--- config.mk ---
export PLATFORM = sky130hd
export DESIGN_NAME = score_accumulator
export DESIGN_NICKNAME = d
export VERILOG_FILES = /design/src/rtl/score_pkg.sv /design/src/rtl/score_lane.sv /design/src/rtl/score_accumulator.sv
export SDC_FILE = /design/constraint.sdc
export NUM_CORES = 1
export LEC_CHECK = 0
export CAP_MARGIN = 40
export CELL_PAD_IN_SITES_DETAIL_PLACEMENT = 2
export CELL_PAD_IN_SITES_GLOBAL_PLACEMENT = 2
export CORE_ASPECT_RATIO = 1.1
export CORE_MARGIN = 2
export CORE_UTILIZATION = 35
export CTS_CLUSTER_DIAMETER = 120
export DETAILED_ROUTE_END_ITERATION = 12
export GPL_ROUTABILITY_DRIVEN = 0
export GPL_TIMING_DRIVEN = 0
export PLACE_DENSITY = 0.93
export SYNTH_ARGS = -nofsm -noshare
export SYNTH_HDL_FRONTEND = slang
export SYNTH_SLANG_ARGS = --single-unit
--- constraint.sdc ---
create_clock -name clk -period 8.75 [get_ports clk]
set_input_delay 1.3125 -clock clk [delete_from_list [all_inputs] [get_ports clk]]
set_output_delay 1.3125 -clock clk [all_outputs]
set_load 0.02 [all_outputs]
--- src/rtl/score_pkg.sv ---
// rtl/score_pkg.sv - shared types and defaults for the score accumulator
package score_pkg;

    typedef enum logic [1:0] {
        PH_IDLE = 2'b00,
        PH_PLAY = 2'b01,
        PH_OVER = 2'b10
    } phase_e;

    localparam logic [1:0] HIT_MISS = 2'b00;
    localparam logic [1:0] HIT_01   = 2'b01;
    localparam logic [1:0] HIT_10   = 2'b10;
    localparam logic [1:0] HIT_11   = 2'b11;

    localparam int DEF_WIDTH      = 16;
    localparam int DEF_NUM_PLAYER = 2;
    localparam int DEF_W_01       = 32;
    localparam int DEF_W_10       = 256;
    localparam int DEF_W_11       = 512;
    localparam int DEF_COMBO_MAX  = 3;

endpackage

--- src/rtl/score_lane.sv ---
// rtl/score_lane.sv - one player lane: combo counter, weighted multiply-add, saturation
//
// Ports:
//   clk, reset  clock / asynchronous active-high reset
//   clear_i     clear score, combo and sat (new game or restart)
//   hit_en_i    hit strobe already qualified by the PLAY phase
//   code_i      hit code, 00 = miss
//   score_o     registered score
//   score_d_o   next-state score, lets the top judge the game on the stop edge
//   combo_o     registered combo count
//   sat_o       sticky saturation flag
module score_lane
    import score_pkg::*;
#(
    parameter int WIDTH     = DEF_WIDTH,
    parameter int W_01      = DEF_W_01,
    parameter int W_10      = DEF_W_10,
    parameter int W_11      = DEF_W_11,
    parameter int COMBO_MAX = DEF_COMBO_MAX,
    parameter int CW        = $clog2(COMBO_MAX + 1)
) (
    input  logic             clk,
    input  logic             reset,
    input  logic             clear_i,
    input  logic             hit_en_i,
    input  logic [1:0]       code_i,
    output logic [WIDTH-1:0] score_o,
    output logic [WIDTH-1:0] score_d_o,
    output logic [CW-1:0]    combo_o,
    output logic             sat_o
);

    // Wide enough that score + weight*(combo+1) can never wrap.
    localparam int SUMW = WIDTH + CW + 2;
    localparam logic [WIDTH-1:0] MAX_SCORE = {WIDTH{1'b1}};

    logic [WIDTH-1:0] score_q, score_d;
    logic [CW-1:0]    combo_q, combo_d;
    logic             sat_q, sat_d;
    logic [SUMW-1:0]  weight, inc, sum;
    logic [CW:0]      mult;

    always_comb begin
        case (code_i)
            HIT_01:  weight = SUMW'(W_01);
            HIT_10:  weight = SUMW'(W_10);
            HIT_11:  weight = SUMW'(W_11);
            default: weight = '0;
        endcase
        // Multiplier uses the combo value before this hit updates it.
        mult = {1'b0, combo_q} + (CW+1)'(1);
        inc  = weight * SUMW'(mult);
        sum  = SUMW'(score_q) + inc;
    end

    always_comb begin
        score_d = score_q;
        combo_d = combo_q;
        sat_d   = sat_q;
        if (clear_i) begin
            score_d = '0;
            combo_d = '0;
            sat_d   = 1'b0;
        end else if (hit_en_i) begin
            if (code_i == HIT_MISS) begin
                combo_d = '0;
            end else begin
                if (sum > SUMW'(MAX_SCORE)) begin
                    score_d = MAX_SCORE;
                    sat_d   = 1'b1;
                end else begin
                    score_d = sum[WIDTH-1:0];
                end
                combo_d = (combo_q == CW'(COMBO_MAX)) ? combo_q : combo_q + CW'(1);
            end
        end
    end

    always_ff @(posedge clk or posedge reset) begin
        if (reset) begin
            score_q <= '0;
            combo_q <= '0;
            sat_q   <= 1'b0;
        end else begin
            score_q <= score_d;
            combo_q <= combo_d;
            sat_q   <= sat_d;
        end
    end

    assign score_o   = score_q;
    assign score_d_o = score_d;
    assign combo_o   = combo_q;
    assign sat_o     = sat_q;

endmodule

--- src/rtl/score_accumulator.sv ---
// rtl/score_accumulator.sv - multi-player score accumulator with game-phase FSM and high-score hold
//
// Ports:
//   clk, reset   clock / asynchronous active-high reset (clears high_score too)
//   start, stop  begin / end a game
//   hit_valid    per-lane hit strobe;  hit_code  per-lane 2-bit code (lane i at [2i+1:2i])
//   score        per-lane score bus;   combo     per-lane combo bus;  sat  per-lane sticky flag
//   high_score   best final score since reset
//   new_high     one-cycle pulse during OVER when high_score was raised
//   winner       lane with the highest score at the last game end (lowest index on ties)
//   phase        00 IDLE, 01 PLAY, 10 OVER
module score_accumulator
    import score_pkg::*;
#(
    parameter int WIDTH      = DEF_WIDTH,
    parameter int NUM_PLAYER = DEF_NUM_PLAYER,
    parameter int W_01       = DEF_W_01,
    parameter int W_10       = DEF_W_10,
    parameter int W_11       = DEF_W_11,
    parameter int COMBO_MAX  = DEF_COMBO_MAX,
    parameter int CW         = $clog2(COMBO_MAX + 1),
    parameter int WW         = $clog2(NUM_PLAYER) | 1
) (
    input  logic                        clk,
    input  logic                        reset,
    input  logic                        start,
    input  logic                        stop,
    input  logic [NUM_PLAYER-1:0]       hit_valid,
    input  logic [2*NUM_PLAYER-1:0]     hit_code,
    output logic [WIDTH*NUM_PLAYER-1:0] score,
    output logic [CW*NUM_PLAYER-1:0]    combo,
    output logic [NUM_PLAYER-1:0]       sat,
    output logic [WIDTH-1:0]            high_score,
    output logic                        new_high,
    output logic [WW-1:0]               winner,
    output logic [1:0]                  phase
);

    phase_e                  state_q, state_d;
    logic                    clear;
    logic                    finish;
    logic [NUM_PLAYER-1:0]   hit_en;
    logic [WIDTH-1:0]        lane_next [NUM_PLAYER];
    logic [WIDTH-1:0]        best;
    logic [WW-1:0]           best_idx;
    logic [WIDTH-1:0]        high_score_q, high_score_d;
    logic [WW-1:0]           winner_q, winner_d;
    logic                    new_high_q, new_high_d;

    always_ff @(posedge clk or posedge reset) begin
        if (reset) state_q <= PH_IDLE;
        else       state_q <= state_d;
    end

    // stop beats start in PLAY; OVER always lasts exactly one cycle.
    always_comb begin
        state_d = state_q;
        clear   = 1'b0;
        finish  = 1'b0;
        case (state_q)
            PH_IDLE: if (start) begin
                state_d = PH_PLAY;
                clear   = 1'b1;
            end
            PH_PLAY: if (stop) begin
                state_d = PH_OVER;
                finish  = 1'b1;
            end else if (start) begin
                clear = 1'b1;
            end
            default: state_d = PH_IDLE;
        endcase
    end

    assign hit_en = (state_q == PH_PLAY) ? hit_valid : '0;

    for (genvar g = 0; g < NUM_PLAYER; g++) begin : g_lane
        score_lane #(
            .WIDTH(WIDTH), .W_01(W_01), .W_10(W_10), .W_11(W_11),
            .COMBO_MAX(COMBO_MAX), .CW(CW)
        ) u_lane (
            .clk      (clk),
            .reset    (reset),
            .clear_i  (clear),
            .hit_en_i (hit_en[g]),
            .code_i   (hit_code[2*g +: 2]),
            .score_o  (score[WIDTH*g +: WIDTH]),
            .score_d_o(lane_next[g]),
            .combo_o  (combo[CW*g +: CW]),
            .sat_o    (sat[g])
        );
    end

    // Judge on the final (post stop-cycle) scores so winner/high_score/new_high
    // are registered in time to be seen together with phase == OVER.
    always_comb begin
        best     = '0;
        best_idx = '0;
        for (int i = 0; i < NUM_PLAYER; i++) begin
            if (lane_next[i] > best) begin
                best     = lane_next[i];
                best_idx = WW'(i);
            end
        end
    end

    always_comb begin
        high_score_d = high_score_q;
        winner_d     = winner_q;
        new_high_d   = 1'b0;
        if (finish) begin
            winner_d = best_idx;
            if (best > high_score_q) begin
                high_score_d = best;
                new_high_d   = 1'b1;
            end
        end
    end

    always_ff @(posedge clk or posedge reset) begin
        if (reset) begin
            high_score_q <= '0;
            winner_q     <= '0;
            new_high_q   <= 1'b0;
        end else begin
            high_score_q <= high_score_d;
            winner_q     <= winner_d;
            new_high_q   <= new_high_d;
        end
    end

    assign high_score = high_score_q;
    assign winner     = winner_q;
    assign new_high   = new_high_q;
    assign phase      = state_q;

endmodule

==> results.md <==
* Met1 global-route usage at 29.82%
* Worst slew pin tran at 0.8521 ns
* Die X at between 100 and 150 um
* Total power draw at between 1 and 1.5 mW
* Met3 usage at between 5 and 6%
* # rows at 44
* Final WL at 19810 um
* Crit path top cell by count: ha_1
* Pwr/cell area at about 230 nW/um2
* All-Layer GR Usage at between 20% and 30%
* Antenna violations before repair at 1
* CP endpoint kind: flop
* FF/Latch Area at 1451 um2
* Final setup fails at 0
* Status: finished, final reports clean
* Via-per-instance ratio at 5.988
* Setup CP Type: in -> reg
* Static Leak at 2.932 nW
* Post-route ant nets at 0
* Max H-tree Level at 3
* Critical path's largest stage delay at 0.50 ns
* Dominant synthesized flop cell: dfrtp_1
* CTS Hold Bufs at 0
* Worst ir drop on vdd at between 0.0001 and 0.00015 V
* Worst Skew at 0.01331 ns
* Worst setup path startpoint: hit_code[2]
* Yosys cell types at 75
* Average size of a mapped cell at 9.663 um2
* Ys async rst share at 100.0%
* Port Buffer Count at 67
* Worst Reg2Reg Path Length in Cells at 28
* Crit Path Max Fanout at 11
* Drt drc at 0
* TritonCTS Sinks at 58
* Final hold viol count at 0
* Post-synth EDFFs at 0
* #FFs+latches synth at 58
* Worst setup SP type: primary input
* Detailed Route Iter0 Violations at 308
* Worst Hold Launch: g_lane[1].u_lane.sat_o
* Fin util at 45.71%
* FF-to-FF setup slack at 0.73 ns
* CP required at 8.97 ns
* First-pass GRT wire length at 30840 um
* Grt peak-use layer: met2
* CTS root buffer: clkbuf_16
* Setup ws final at 0.1405 ns
* Netlist area before placement at 4773 um2
* Final #Nets at 644
* HP Class: reg -> reg
* Synth-to-Final Area Change at 27.05%
* Vias in the first global route at 5311
* Filler instances at 1408
* Initial DRT Pass Iterations at 5
* Met2 Track Usage GR at 48.95%
* CP max stage cell: o32a_1
* Arrival time of the worst setup path at 8.83 ns
* Placed cells at between 700 and 800
* TritonCTS clock tree: built
* R2r endpoint: high_score[0]
* Mapped Cells at around 490
* Final period utilization at 98.39%
* Core area at ~13000 um2
* R2r startpoint: g_lane[1].u_lane.combo_o[0]
* Largest net degree at the start of global routing at 32
* Non-filler cells, final at around 760
* Yosys warning count at 0
* Clk_lat worst skew at approximately 0.35 ns
* Dpl ws at -0.5745 ns
* Via count at 4569
* Multi-input gate area at approximately 3100 um2
* Grt total ovfl at 0
* Post-DP HPWL at roughly 13000 um
* CTS buffer count at 9
* Worst Hold End: g_lane[1].u_lane.sat_o
* I/O pin count at 68
* Final min period at 8.609 ns
* Max-cap viol count at 0
* Register area share after synthesis at 30.41%
* Post-Syn Nets at 564
* Die Area at 14590 um2
* Hold Path Cell Cnt at 2
* Fmax at 116.2 MHz
* CTS clk-pin slew, worst paths at 0.05 ns
* Die H at 126.5 um
* Clk buf depth at 2
* # diodes at 0
* Post-DR wirelength/cell at 25.97 um
* Slew headroom at 41.72%
* Initial cell density of the core at a little over a third
* Share of cells above drive strength 1 at 13.99%
* Max-slew violation count at 0
state kept, by name, indices dropped and copies added (netlist names):
register               flops
g_lane.u_lane.score_o     32
high_score                16
g_lane.u_lane.combo_o      4
g_lane.u_lane.sat_o        2
phase                      2
new_high                   1
winner                     1
cell usage in the layout (no fill, tap or decap), drive strengths merged, types with 3 or more instances in the layout:
| master | n |
|---|---|
| nand2 | 16 |
| a31oi | 6 |
| o21ai | 29 |
| nor2 | 35 |
| nand4 | 4 |
| a211o | 8 |
| and2 | 5 |
| o21a | 12 |
| clkdlybuf4s50 | 65 |
| nand3b | 4 |
| nor3b | 4 |
| o22ai | 3 |
| buf | 13 |
| nor3 | 6 |
| xnor2 | 7 |
| dfrtp | 58 |
| a211oi | 6 |
| a22oi | 3 |
| a21oi | 22 |
| and3 | 9 |
| o211ai | 9 |
| o31ai | 5 |
| o221ai | 7 |
| mux2 | 16 |
| nor2b | 5 |
| ha | 56 |
| and3b | 8 |
| fa | 4 |
| clkinv | 5 |
| or2 | 4 |
| nand3 | 10 |
| clkbuf | 19 |
| inv | 53 |
| mux2i | 14 |
| nand2b | 4 |
| a21o | 11 |
synth_stat cells, drive strengths merged (3+ instances only):
cell / instances / share of area [%]
dfrtp: 58 / 30
ha: 56 / 15
inv: 53 / 4.2
nor2: 35 / 2.8
o21ai: 29 / 3.4
a21oi: 22 / 2.3
mux2: 16 / 4.2
nand2: 16 / 1.3
mux2i: 14 / 3.7
o21a: 12 / 2.4
a21o: 11 / 1.7
nand3: 10 / 1.0
and3: 9 / 1.3
buf: 9 / 1.5
o211ai: 9 / 1.4
a211o: 8 / 1.5
and3b: 8 / 1.5
clkbuf: 7 / 0.58
o221ai: 7 / 1.3
xnor2: 7 / 1.3
a211oi: 6 / 0.94
a31oi: 6 / 1.1
nor3: 6 / 0.73
and2: 5 / 0.66
nor2b: 5 / 0.66
o31ai: 5 / 0.89
fa: 4 / 1.7
nand2b: 4 / 0.52
nand3b: 4 / 0.63
nand4: 4 / 0.52
nor3b: 4 / 0.63
or2: 4 / 0.58
a22oi: 3 / 0.47
clkinv: 3 / 0.31
o22ai: 3 / 0.52
cell families (layout without fill, tap and decap cells):
group,count (synthesis),count (layout),share of synthesized area [%]
flops,58,58,30.41
fa+ha+maj,60,60,16.36
buf+inv,72,157,6.527
compound gates,143,143,22.70
xor+xnor,8,8,1.468
mux,30,30,7.969
simple gates,123,123,14.57
cell type report:
class / instances / share of cell area, %
clock buffer: 14 / 4.518
inverter: 56 / 3.528
multi-input combinational: 364 / 50.57
tap: 184 / 3.796
clock inverter: 2 / 0.1651
sequential: 58 / 23.93
buffer: 14 / 1.712
timing repair buffer: 71 / 11.78
worst max-delay path, delay by kind of cell:
kind | cells | cell delay (ns)
adders and majority gates | 6 | 1.95
muxes | 2 | 0.66
and+or+nand+nor | 5 | 0.96
buffers and inverters | 5 | 1.14
AOI/OAI and AO/OA | 10 | 2.80
how the worst max path moves through the flow:
| stage | to | slack [ns] | cells after the start |
|---|---|---|---|
| 3_3_place_gp | high_score[4] | -0.27 | 27 |
| 4_1_cts | high_score[0] | 0.005 | 30 |
| 2_1_floorplan | high_score[2] | 1.17 | 28 |
| 3_5_place_dp | high_score[4] | -0.57 | 27 |
| 5_1_grt | high_score[0] | -0.04 | 30 |
| 6_report | high_score[0] | 0.14 | 28 |
metal layers:
metal | wire length (um) | vias up
met4 | 1292 | 2
met3 | 734 | 83
met1 | 7527 | 2327
li1 | - | 1981
met2 | 10240 | 176
met5 | 13 | -
what timing repair did:
action,in CTS,in global routing
resized for setup,10,12
endpoints found under the setup margin,17,17
pin swaps,2,5
buffers inserted,1,2
power breakdown:
group          switching [mW]  leakage (nW)  internal, mW
Clock                   0.131         0.143         0.214
Combinational           0.409          2.00         0.289
Sequential             0.0486         0.786         0.308
Total                   0.588          2.93         0.811
metrics by stage:
step | hold WS [ns] | instance area (um2) | setup TNS, ns
after floorplan | 0.4667 | 4773 | 0
after global placement | 0.4875 | 5674 | -1.906
after detailed placement | 0.5019 | 5694 | -7.104
after CTS | 0.5279 | 6008 | 0
after global routing | 0.5493 | 6065 | -0.1022
final | 0.5253 | 6065 | 0
(Power assumes the default switching activity.)
==> RTL change, RTL diff (same flow settings) <==
`DEF_COMBO_MAX`: 3 -> 2.
--- a/src/rtl/score_pkg.sv
+++ b/src/rtl/score_pkg.sv
@@ -18,5 +18,5 @@
     localparam int DEF_W_10       = 256;
     localparam int DEF_W_11       = 512;
-    localparam int DEF_COMBO_MAX  = 3;
+    localparam int DEF_COMBO_MAX  = 2;
 
 endpackage
Function: changed (Yosys sat finds a counterexample within 10 cycles, from zero or initial values and one cycle with reset high).
==> RTL change against the original RTL <==
Sequential cell count is the same. Final area shrank 0.43%. Combinational power rose by 4.7%. Worst setup slack better by 0.11 ns. Register-to-register slack better by 0.24 ns. Via count grew 0.85%. Fmax increased by 1.3%. Power is 4.6% higher. Wire length shrank 3.6%. Synthesized cell count is 4.3% higher. Synthesized area up 0.13%. Critical path type unchanged. Critical endpoint is now high_score[1]$_DFFE_PP0P_. Highest routed layer is now met4.
==> RTL change: results (changes against the original RTL) <==
| Metric | Value |
|---|---|
| Status | completed |
| Post-synthesis adder-cell area fraction | 0.169 (+0.00502) |
| Multiplexer area fraction after synthesis | 0.0479 (-0.0318) |
| Met2 Use GR | 0.487 (-0.00206) |
| Overall routed net length | 19100 um (-3.6%) |
| Placed Instances | 767 (+2.8%) |
| Post-DP HPWL | 13400 um (-0.83%) |
| Post-Synth XOR/XNOR Area | 0.0147 (-0.0000192) |
| Setup Slack @ Placement | 0.102 ns (+0.676 ns) |
| Slowest CP cell | clkdlybuf4s50_1 |
| Clk power | 0.373 mW (+8.4%) |
| Top sig layer | met4 |
| Slew @ Worst Pin | 0.712 ns (-0.140 ns) |
| First-pass GRT wire length | 30400 um (-1.5%) |
| Vias in the first global route | 5364 (+1.0%) |
| GRT met1 Usage | 0.317 (+0.0190) |
| Routed length on met2 | 10200 um (-0.68%) |
| Syn nets | 587 (+4.1%) |
| Worst path max stage delay | 0.58 ns (+0.08 ns) |
| CP Capture Point | high_score[1]$_DFFE_PP0P_ |
| Largest net degree at the start of global routing | 39 (+22%) |
| Register share of total power | 0.246 (-0.009) |
| Area Growth Syn to Fin | 26.3% |
| Met1 WL | 7630 um (+1.3%) |
| DR pass1 iterations | 4 (-1) |
| Placed cell areas | 5700 um2 (+0.11%) |
| Final worst slack | 0.249 ns (+0.109 ns) |
| GR Layer Usage met3 | 0.0392 (-0.0167) |
| LEAKAGE | 3.00 nW (+2.2%) |
| P_int | 0.834 mW (+2.8%) |
| FILL cells | 1426 (+1.3%) |
RTL change: cell types whose count changed after synthesis, moves of 5 or more:
cell	before	now
and3b_1	8	2
nor2_1	34	59
o21ai_1	0	8
nand2_1	16	22
mux2_4	6	1
o221ai_1	7	0
and2_1	5	0
o21ai_0	27	16
RTL change: cell type report:
class,count,area share
Timing Repair Buffer,69,0.116
Clock buffer,11,0.0419
Clock inverter,5,0.00870
Tap cell,184,0.0381
Inverter,56,0.0348
Sequential cell,58,0.240
Buffer,12,0.0126
Multi-Input combinational cell,389,0.508
RTL change: worst min-delay path, delay by kind of cell (launching register included):
kind	cells	cell delay, ns
flops	1	0.34
simple gates	2	0.13
RTL change: how the worst min path moves through the flow:
stage / start / endpoint / slack [ns] / cells past startpoint
2_1_floorplan: g_lane[1].u_lane.sat_o$_DFFE_PP0P_ / g_lane[1].u_lane.sat_o$_DFFE_PP0P_ / 0.47 / 2
3_3_place_gp: g_lane[0].u_lane.sat_o$_DFFE_PP0P_ / g_lane[0].u_lane.sat_o$_DFFE_PP0P_ / 0.50 / 2
3_5_place_dp: g_lane[0].u_lane.sat_o$_DFFE_PP0P_ / g_lane[0].u_lane.sat_o$_DFFE_PP0P_ / 0.51 / 2
4_1_cts: g_lane[0].u_lane.sat_o$_DFFE_PP0P_ / g_lane[0].u_lane.sat_o$_DFFE_PP0P_ / 0.52 / 2
5_1_grt: high_score[13]$_DFFE_PP0P_ / high_score[13]$_DFFE_PP0P_ / 0.56 / 1
6_report: g_lane[0].u_lane.sat_o$_DFFE_PP0P_ / g_lane[0].u_lane.sat_o$_DFFE_PP0P_ / 0.51 / 2
RTL change: timing repair:
item / CTS / global route
setup buffers: 0 / 1
setup endpoints to repair: 0 / 15
resized for setup: 0 / 7
